==> src/rtl/line_clear_ctrl.sv <==
// line_clear_ctrl: removes full rows from the playfield, compacts the rest downward and zero-fills the top.
// Optional LINE_CLEAR_MASK_EN adds cleared_mask_o, a per-row record of which rows were cleared.
module line_clear_ctrl #(
    parameter int width_p  = 10,
    parameter int height_p = 20,
    parameter int depth_p  = 2
) (
    input  logic                                  clk_i,
    input  logic                                  reset_n_i,
    input  logic                                  start_v_i,
    output logic                                  ready_o,
    output logic                                  busy_o,
    input  logic [height_p*width_p*depth_p-1:0]   matrix_i,
    output logic [$clog2(height_p)-1:0]           set_row_addr_o,
    output logic [width_p*depth_p-1:0]            set_row_data_o,
    output logic                                  set_v_o,
    output logic                                  done_v_o,
`ifdef LINE_CLEAR_MASK_EN
    output logic [$clog2(height_p+1)-1:0]         lines_cleared_o,
    output logic [height_p-1:0]                   cleared_mask_o
`else
    output logic [$clog2(height_p+1)-1:0]         lines_cleared_o
`endif
);
    localparam int rw_lp = width_p * depth_p;
    localparam int aw_lp = $clog2(height_p);
    localparam int cw_lp = $clog2(height_p + 1);

    typedef enum logic [1:0] {IDLE, SCAN, FILL, DONE} state_e;

    state_e             state_q, state_d;
    logic [cw_lp-1:0]   rd_q, rd_d, wr_q, wr_d, cnt_q, cnt_d, lines_q, lines_d;
    logic [rw_lp-1:0]   row_rd;
    logic               row_full;

    always_comb begin
        row_rd = '0;
        for (int r = 0; r < height_p; r++)
            if (rd_q == cw_lp'(r)) row_rd = matrix_i[r*rw_lp +: rw_lp];
        row_full = 1'b1;
        for (int c = 0; c < width_p; c++)
            if (row_rd[c*depth_p +: depth_p] == '0) row_full = 1'b0;
    end

    always_comb begin
        state_d        = state_q;
        rd_d           = rd_q;
        wr_d           = wr_q;
        cnt_d          = cnt_q;
        lines_d        = lines_q;
        set_v_o        = 1'b0;
        set_row_addr_o = '0;
        set_row_data_o = '0;
        case (state_q)
            IDLE: if (start_v_i) begin
                state_d = SCAN;
                rd_d    = cw_lp'(height_p - 1);
                wr_d    = cw_lp'(height_p - 1);
                cnt_d   = '0;
            end
            SCAN: begin
                rd_d = rd_q - 1'b1;
                if (row_full) begin
                    cnt_d = cnt_q + 1'b1;
                end else begin
                    wr_d = wr_q - 1'b1;
                    // a row that has not moved yet needs no rewrite
                    if (rd_q != wr_q) begin
                        set_v_o        = 1'b1;
                        set_row_addr_o = wr_q[aw_lp-1:0];
                        set_row_data_o = row_rd;
                    end
                end
                if (rd_q == '0) state_d = (cnt_d != '0) ? FILL : DONE;
            end
            FILL: begin
                set_v_o        = 1'b1;
                set_row_addr_o = wr_q[aw_lp-1:0];
                wr_d           = wr_q - 1'b1;
                if (wr_q == '0) state_d = DONE;
            end
            DONE: begin
                lines_d = cnt_q;
                state_d = IDLE;
            end
            default: state_d = IDLE;
        endcase
    end

    always_ff @(posedge clk_i or negedge reset_n_i) begin
        if (!reset_n_i) begin
            state_q <= IDLE;
            rd_q    <= '0;
            wr_q    <= '0;
            cnt_q   <= '0;
            lines_q <= '0;
        end else begin
            state_q <= state_d;
            rd_q    <= rd_d;
            wr_q    <= wr_d;
            cnt_q   <= cnt_d;
            lines_q <= lines_d;
        end
    end

    assign ready_o         = (state_q == IDLE);
    assign busy_o          = (state_q != IDLE);
    assign done_v_o        = (state_q == DONE);
    assign lines_cleared_o = lines_q;

`ifdef LINE_CLEAR_MASK_EN
    logic [height_p-1:0] mask_q, mask_d;

    always_comb begin
        mask_d = mask_q;
        if (state_q == IDLE && start_v_i) mask_d = '0;
        else if (state_q == SCAN && row_full) mask_d[rd_q[aw_lp-1:0]] = 1'b1;
    end

    always_ff @(posedge clk_i or negedge reset_n_i) begin
        if (!reset_n_i) mask_q <= '0;
        else            mask_q <= mask_d;
    end

    assign cleared_mask_o = mask_q;
`endif
endmodule
==> config.mk <==
export PLATFORM = sky130hd
export DESIGN_NAME = line_clear_ctrl
export DESIGN_NICKNAME = d
export VERILOG_FILES = /design/src/rtl/line_clear_ctrl.sv
export SDC_FILE = /design/constraint.sdc
export NUM_CORES = 1
export LEC_CHECK = 0
export ABC_AREA = 1
export ABC_CLOCK_PERIOD_IN_PS = 5100
export CORE_AREA = 2 2 170 172
export DETAILED_ROUTE_END_ITERATION = 7
export DIE_AREA = 0 0 172 174
export SLEW_MARGIN = 15
export SYNTH_ARGS = -nofsm -noshare
export SYNTH_HDL_FRONTEND = slang
export SYNTH_SLANG_ARGS = --single-unit
==> constraint.sdc <==
create_clock -name clk_i -period 5.1 [get_ports clk_i]
set_input_delay 0.765 -clock clk_i [delete_from_list [all_inputs] [get_ports clk_i]]
set_output_delay 0.765 -clock clk_i [all_outputs]
set_load 0.03 [all_outputs]
-- Word-level counts from Yosys, hierarchy flattened
Cells that the tools add are included.
- register bits after elaboration: 22
- input bits: 403
- reductions and logical operators: 20
- multiplexer cells: 52
- eq/ne operators: 27
- add/subtract/negate cells: 3
- operator list (cell ; count):
    $mux 20 ; 23
    $eq 5x4->1 const B ; 8
    $mux 5 ; 7
    $pmux 5 s2 ; 3
    $logic_not 2->1 ; 11
    $eq 5x3->1 const B ; 4
    $eq 5x5->1 const B ; 4
    $pmux 5 s3 ; 1
    $mux 1 ; 13
    $eq 5x2->1 const B ; 2
    $logic_not 5->1 ; 2
    $sub 5x1->5 const B ; 2
    $ne 2x2->1 const B ; 4
    $pmux 2 s4 ; 1
    $mux 2 ; 3
    $reduce_and 3->1 ; 2
    $add 5x1->5 const B ; 1
    $eq 5x1->1 const B ; 1
    $ne 5x5->1 ; 1
    $reduce_bool 5->1 ; 1
    $eq 2x2->1 const B ; 2
    $reduce_bool 2->1 ; 2
    $reduce_bool 3->1 ; 1
    $eq 2x1->1 const B ; 1
    other kinds (2) ; 2

-- Longest topological paths before layout
Gate-level depths: netlist (run 1).
- depth after elaboration: 38
- gate-level depth with buffers: 36

-- Least setup slack after synthesis (run 1)
Ideal clock, no wire load.
- kind: register -> output
- start point: register rd_q[0]
- end point: output set_row_addr_o[0]
- arrival time: 3645 ps
- setup slack: 690 ps
- path buffers: 1
- stages on the path, launching flop included: 34
- cell sequence: dfrtp_1 -> inv_1 -> ha_1 -> inv_1 -> nor2_1 -> inv_2 -> nor2_4 -> inv_2 -> buf_2 -> o21ai_1 -> inv_2 -> nand2_1 -> nand2_1 -> nand2_1 -> nand3_1 -> nand3_1 -> nand3_1 -> nand2_1 -> nand3_1 -> nand3_1 -> nand2_1 -> nand2_1 -> nand3_1 -> nand2_1 -> nand2_1 -> nand2_1 -> nand2_1 -> nor2_1 -> nor2_4 -> nand3_4 -> o311ai_4 -> a21oi_2 -> inv_2 -> nor2_2
- longest elaborated chain between the ends: 34
- elaborated cells on any way between the ends: 64
- classes of those cells: eq/ne (20); mux (33); reduce/logical (11)
- RTL lines (element ; RTL line ; RTL):
    from (decl) ; 32 ; logic [cw_lp-1:0] rd_q, rd_d, wr_q, wr_d, cnt_q, cnt_d, lines_q, lines_d;
    from (signal assigned) ; 99 ; rd_q <= rd_d;
    $logic_not 5->1 ; 39 ; if (rd_q == cw_lp'(r)) row_rd = matrix_i[r*rw_lp +: rw_lp];
    $mux 20 (20 in series) ; 39 ;
    $logic_not 2->1 ; 42 ; if (row_rd[c*depth_p +: depth_p] == '0) row_full = 1'b0;
    $mux 1 (10 in series) ; 42 ;
    $mux 5 (*) ; 63 ; if (row_full) begin
    $pmux 5 s2 (*) ; 54 ; case (state_q)
    to (decl) ; 14 ; output logic [$clog2(height_p)-1:0] set_row_addr_o,
Mark *: on every way between the ends. The rest lies on a longest branch, timed or not.

-- Final worst setup path (run 1)
- start point: register rd_q[0]
- end point: output set_v_o
- longest elaborated chain between the ends: 34
- elaborated cells on any way between the ends: 64
- classes of those cells: eq/ne (20); mux (33); reduce/logical (11)
- RTL lines (element ; RTL line ; RTL):
    $logic_not 5->1 ; 39 ;
    $mux 20 (20 in series) ; 39 ;
    $logic_not 2->1 ; 42 ;
    $mux 1 (10 in series) ; 42 ;
    $mux 1 (*) ; 63 ;
    $pmux 1 s2 (*) ; 54 ;
    to (decl) ; 16 ; output logic set_v_o,
Marked as above.

==> impl_metrics.env, run 1 <==
export IMPL_final_max_slew_viol_count=0
export IMPL_cp_common_cell="nand2_1"
export IMPL_setup_viol=0
export IMPL_drtIter0Drc=681
export IMPL_ys_flop_type="dfrtp_1"
export IMPL_std_cell_rows=62
export IMPL_final_common_cell="nand2_1"
export IMPL_htree_levels=1
export IMPL_finalCritPeriodShare_pct=97.3
export IMPL_routed_wl_um=39000
export IMPL_r2r_setup_slack_ns=1.03
export IMPL_grt_pass1_wl_um=54400
export IMPL_p_total_mw=4.93
export IMPL_p_per_area_nw_per_um2=398
export IMPL_root_buffer="clkbuf_16"
export IMPL_syn_area_um2=6370
export IMPL_layout_min_cycle_time_ns=4.96
export IMPL_synth_seq_cells=22
export IMPL_stdcell_area_um2=12400
export IMPL_dieWidth_um=172
export IMPL_yosysSeqAreaShare_pct=8.64
export IMPL_worst_slew_pin_slew_ns=1.01
export IMPL_finalClockSkew_ns=0.00693
export IMPL_ys_types=43
export IMPL_finalHoldViolCount=0
export IMPL_ys_warn_count=0
export IMPL_io_pins=437
export IMPL_end_kind="output port"
export IMPL_drive_gt1_share_pct=19.9
export IMPL_fin_util_pct=43.9
export IMPL_cp_slowest_cell="dfrtp_2"
export IMPL_ir_drop_mv=0.453
export IMPL_post_dp_cell_area_um2=11300
export IMPL_multiInputGateArea_um2=5360
export IMPL_start_util_pct=22.6
export IMPL_outcome="finished clean"
export IMPL_grt_max_degree=40
export IMPL_first_pass_iters=7
export IMPL_numCtsBuffers=3
export IMPL_power_leakage_nw=5.88
export IMPL_synthCells=1316
export IMPL_wire_per_inst_um=18.0
export IMPL_fp_coreArea_um2=28200
export IMPL_place_ws_ns=0.0613
export IMPL_vias=9882
export IMPL_hpwl_um=31600
export IMPL_synthArstFlopShare_pct=100
export IMPL_grt_pass1_vias=9509
export IMPL_clock_sinks=22
export IMPL_die_y_um=174
export IMPL_start_kind="flop"
export IMPL_port_buffers=436
export IMPL_clockBufferDepth=2
export IMPL_arrival_ns=4.20
export IMPL_clock_latency_ns=0.26
export IMPL_cp_max_fo=9
export IMPL_nNetsFinal=2191
export IMPL_hp_class="reg2reg"
export IMPL_syn_nets=1731
export IMPL_slowest_delay_ns=0.45
export IMPL_area_growth_pct=94.5
export IMPL_routabilityCongestion=0.965
export IMPL_overflow=0
export IMPL_fillers=3105
export IMPL_drv_cap=0
export IMPL_hold_worst_slack_ns=0.515
export IMPL_syn_avg_cell_area_um2=4.84
export IMPL_setup_ws_ns=0.140
export IMPL_cts_tree="built"
export IMPL_clkTransAtPathRegs_ns=0.06
export IMPL_slew_headroom_pct=32.4
export IMPL_cp_required_ns=4.34
export IMPL_critical_path_class="reg2out"
export IMPL_drc=0
export IMPL_via_per_inst=4.56
export IMPL_postCtsHoldBufs=0
export IMPL_seq_area_um2=554
export IMPL_synth_edff_count=0
export IMPL_grt_setup_unrepaired="true"
export IMPL_die_area_um2=29900
export IMPL_fmax_mhz=202
export IMPL_grt_total_usage_pct=23.8
export IMPL_mostFrequentLayoutCells="nand2_1, clkdlybuf4s50_1, inv_1"
export IMPL_antenna_found_initial=8
export IMPL_ant_nets=0
==> cells by family (layout without fill, tap and decap cells) <==
group | Yosys count | in the layout | synth area share, %
simple gates | 884 | 884 | 59.9
buf+inv | 271 | 730 | 16.8
compound gates | 119 | 119 | 11.0
flops | 22 | 22 | 8.64
fa+ha+maj | 12 | 12 | 2.36
xor+xnor | 5 | 5 | 0.687
mux | 3 | 3 | 0.530
other cells | 0 | 7 | 0
==> routing by layer <==
layer  routed length [um]  up-vias  global-route usage (%)
met5                    0        -                       0
met4                 1650        0                    9.73
met3                 3260       91                    4.78
met2                18700      442                    41.8
met1                15400     4387                    28.0
li1                     -     4962                       -
==> sequential cells by signal, summed over array words and instances, names as in the netlist <==
name             count
rd_q                 5
wr_q                 5
lines_cleared_o      5
state_q              2
cnt_q                5
==> metrics by stage <==
| step | setup TNS, ns | cells |
|---|---|---|
| 6_report | 0 | 2166 |
| 5_1_grt | -1.46 | 2165 |
| 4_1_cts | 0 | 2126 |
| 3_5_place_dp | 0 | 2120 |
| 3_3_place_gp | 0 | 2120 |
| 2_1_floorplan | 0 | 1316 |
==> worst max-delay path, delay by kind of cell (launching register included) <==
family	cells	cell delay (ns)
simple gates	18	1.72
compound gates	6	0.76
buf+inv	7	0.84
fa+ha+maj	1	0.15
flops	1	0.45
==> path summary, 6_finish.rpt <==
check                              startpoint            endpoint  depth (start not counted)
setup / recovery                      rd_q[0]             set_v_o                         32
hold reg to reg            lines_cleared_o[2]  lines_cleared_o[2]                          1
setup reg to reg                      rd_q[0]          state_q[0]                         34
min in group asynchronous           reset_n_i            cnt_q[0]                          1
max in group asynchronous           reset_n_i             rd_q[0]                          1
hold / removal             lines_cleared_o[2]  lines_cleared_o[2]                          1
==> final cells by class <==
type | instances | area share, %
multi-input combinational | 1023 | 43.2
tap | 384 | 3.88
timing repair buffer | 519 | 41.0
clock inverter | 1 | 0.242
sequential | 22 | 4.47
antenna | 7 | 0.141
inverter | 207 | 6.45
clock buffer | 3 | 0.606
==> where the power goes <==
group / switching (mW) / internal [mW]
Clock: 0.0658 / 0.156
Combinational: 2.62 / 1.77
Sequential: 0.0806 / 0.238
==> cell usage after synthesis, types with 2 or more instances <==
cell / instances / area share, %
nand2_2: 2 / 0.20
clkbuf_1: 32 / 1.9
o211ai_1: 3 / 0.35
inv_1: 186 / 11
mux2_2: 3 / 0.53
nor2_2: 15 / 1.5
a31oi_1: 3 / 0.29
buf_4: 4 / 0.47
a21oi_2: 2 / 0.27
inv_2: 19 / 1.1
a21oi_1: 13 / 1.0
nor3_1: 5 / 0.39
or2_0: 10 / 0.98
or2_2: 43 / 4.2
a22o_1: 3 / 0.41
xor2_1: 4 / 0.55
o21ai_0: 67 / 5.3
or2_1: 8 / 0.79
o21ai_1: 10 / 0.79
o22ai_1: 5 / 0.49
a211oi_1: 2 / 0.24
nand2_1: 584 / 34
nand3b_1: 7 / 0.82
buf_2: 27 / 2.1
clkinv_1: 2 / 0.12
a21boi_1: 5 / 0.59
nor2_4: 5 / 0.88
nor2_1: 45 / 2.7
nand4_1: 14 / 1.4
nand3_1: 143 / 11
ha_1: 12 / 2.4
dfrtp_1: 22 / 8.6
==> timing repair <==
action,4_1_cts,5_1_grt
gates resized for setup,8,195
cloned,0,7
buffers inserted,2,26
pin swaps,2,92
endpoints found under the setup margin,22,26
Power figures use the tool's default switching activity.
==> inputs of run 2 (changes only) <==
--- a/config.mk
+++ b/config.mk
@@ -6,10 +6,10 @@
 export NUM_CORES = 1
 export LEC_CHECK = 0
 export ABC_AREA = 1
-export ABC_CLOCK_PERIOD_IN_PS = 5100
-export CORE_AREA = 2 2 170 172
+export ABC_CLOCK_PERIOD_IN_PS = 6000
+export CORE_AREA = 2 2 168 170
 export DETAILED_ROUTE_END_ITERATION = 7
-export DIE_AREA = 0 0 172 174
+export DIE_AREA = 0 0 170 172
 export SLEW_MARGIN = 15
 export SYNTH_ARGS = -nofsm -noshare
 export SYNTH_HDL_FRONTEND = slang
==> constraint.sdc (replaced) <==
create_clock -name clk_i -period 6 [get_ports clk_i]
set_input_delay 0.9 -clock clk_i [delete_from_list [all_inputs] [get_ports clk_i]]
set_output_delay 0.9 -clock clk_i [all_outputs]
set_load 0.03 [all_outputs]
==> run 2 against run 1 <==
Clock power decreased by 15%; via count fell by 3.2%; highest routed layer unchanged; sequential power is 18% lower; largest power group unchanged; critical path depth decreased by 3.
==> impl_metrics.env, run 2 (synthesis gave the netlist of run 1 again) <==
export IMPL_die_area_um2=29200
export IMPL_drv_cap=0
export IMPL_grt_pass1_vias=9399
export IMPL_final_common_cell="nand2_1"
export IMPL_first_pass_iters=5
export IMPL_ir_drop_mv=0.363
export IMPL_clock_sinks=22
export IMPL_clock_latency_ns=0.25
export IMPL_overflow=0
export IMPL_die_y_um=172
export IMPL_mostFrequentLayoutCells="nand2_1, clkdlybuf4s50_1, inv_1"
export IMPL_cp_common_cell="nand2_1"
export IMPL_met3_length_um=3040
export IMPL_wire_per_inst_um=18.2
export IMPL_arrival_ns=4.69
export IMPL_drc=0
export IMPL_topRoutingLayerUsed="met4"
export IMPL_grt_pass1_wl_um=54300
export IMPL_clkTransAtPathRegs_ns=0.06
export IMPL_cts_tree="built"
export IMPL_setup_viol=0
export IMPL_dieWidth_um=170
export IMPL_routed_wl_um=37700
export IMPL_outcome="finished clean"
export IMPL_start_util_pct=23.2
export IMPL_layout_min_cycle_time_ns=5.59
export IMPL_p_total_mw=3.56
export IMPL_cp_max_fo=11
export IMPL_critical_path_class="reg2out"
export IMPL_hp_class="reg2reg"
export IMPL_ant_nets=0
export IMPL_io_pins=437
export IMPL_stdcell_area_um2=11300
export IMPL_grt_total_usage_pct=24.4
export IMPL_drive_gt1_share_pct=8.92
export IMPL_wl_met2_um=18100
export IMPL_numCtsBuffers=3
export IMPL_end_kind="output port"
export IMPL_finalHoldViolCount=0
export IMPL_vias=9563
export IMPL_final_max_slew_viol_count=0
export IMPL_cp_slowest_cell="dfrtp_2"
export IMPL_slew_headroom_pct=44.0
export IMPL_clockBufferDepth=2
export IMPL_hpwl_um=31000
export IMPL_fmax_mhz=179
export IMPL_port_buffers=436
export IMPL_post_dp_cell_area_um2=11100
export IMPL_grt_max_degree=40
export IMPL_fillers=3024
export IMPL_power_leakage_nw=5.44
export IMPL_met1_length_um=15200
export IMPL_area_growth_pct=76.8
export IMPL_std_cell_rows=61
export IMPL_fp_coreArea_um2=27500
export IMPL_finalClockSkew_ns=0.00276
export IMPL_drtIter0Drc=618
export IMPL_slowest_delay_ns=0.46
export IMPL_cp_required_ns=5.10
export IMPL_finalCritPeriodShare_pct=93.2
export IMPL_p_per_area_nw_per_um2=316
export IMPL_root_buffer="clkbuf_16"
export IMPL_via_per_inst=4.61
export IMPL_grt_setup_unrepaired="false"
export IMPL_start_kind="flop"
export IMPL_nNetsFinal=2142
export IMPL_routabilityCongestion=0.948
export IMPL_htree_levels=1
export IMPL_worst_slew_pin_slew_ns=0.839
export IMPL_antenna_found_initial=2
-- run 2: layout make-up --
type	count	area [um^2]	area share (%)
clock buffer	3	75.1	0.667
multi-input combinational	1024	4800	42.6
timing repair buffer	469	4580	40.7
antenna	3	7.51	0.0667
clock inverter	1	30.0	0.267
tap	346	433	3.84
sequential	22	552	4.90
inverter	207	782	6.94
-- run 2: stage by stage --
step                util, %  TNS, ns  std cells  setup slack, ns  hold slack (ns)
floorplan                 -        0       1316             1.46            0.470
global placement       40.4  -0.0281       2065          -0.0202            0.495
detailed placement     40.4        0       2065           0.0405            0.496
CTS                    40.8        0       2070          0.00919            0.519
global route           41.0        0       2074           0.0140            0.537
finish                 41.0        0       2075            0.410            0.515
-- run 2: metal layers --
metal,track usage (%),vias up
met5,0,-
met4,8.29,0
met3,5.38,70
met2,43.7,419
met1,28.9,4223
li1,-,4851
-- run 2: what timing repair did --
action	CTS	global route
pin swaps	0	1
endpoints found under the setup margin	18	26
hold buffers	0	0
endpoints found under the hold margin	0	0
setup buffers	0	2
gates resized for setup	8	29
cloned	1	0
-- run 2: path summary, 6_finish.rpt --
path,startpoint,end,slack (ns),cells past startpoint
max,rd_q[1],set_row_data_o[10],0.41,29
min,wr_q[4],wr_q[4],0.52,2
max reg2reg,rd_q[1],wr_q[4],1.60,33
min reg2reg,wr_q[4],wr_q[4],0.52,2
max in group asynchronous,reset_n_i,rd_q[1],5.00,1
min in group asynchronous,reset_n_i,cnt_q[4],0.62,1
-- run 2: critical path: cells and delay by family, from the launching register on --
family / cells / cell delay, ns
DFF: 1 / 0.46
and+or+nand+nor: 21 / 2.41
AOI/OAI and AO/OA: 3 / 0.71
buffers and inverters: 4 / 0.68
adders and majority gates: 1 / 0.18
-- run 2: power by group --
| part | leakage (nW) | internal [mW] | switching, mW |
|---|---|---|---|
| clock network | 0.0511 | 0.133 | 0.0565 |
| logic | 5.12 | 1.12 | 1.99 |
| registers | 0.274 | 0.200 | 0.0604 |
| total | 5.44 | 1.45 | 2.11 |
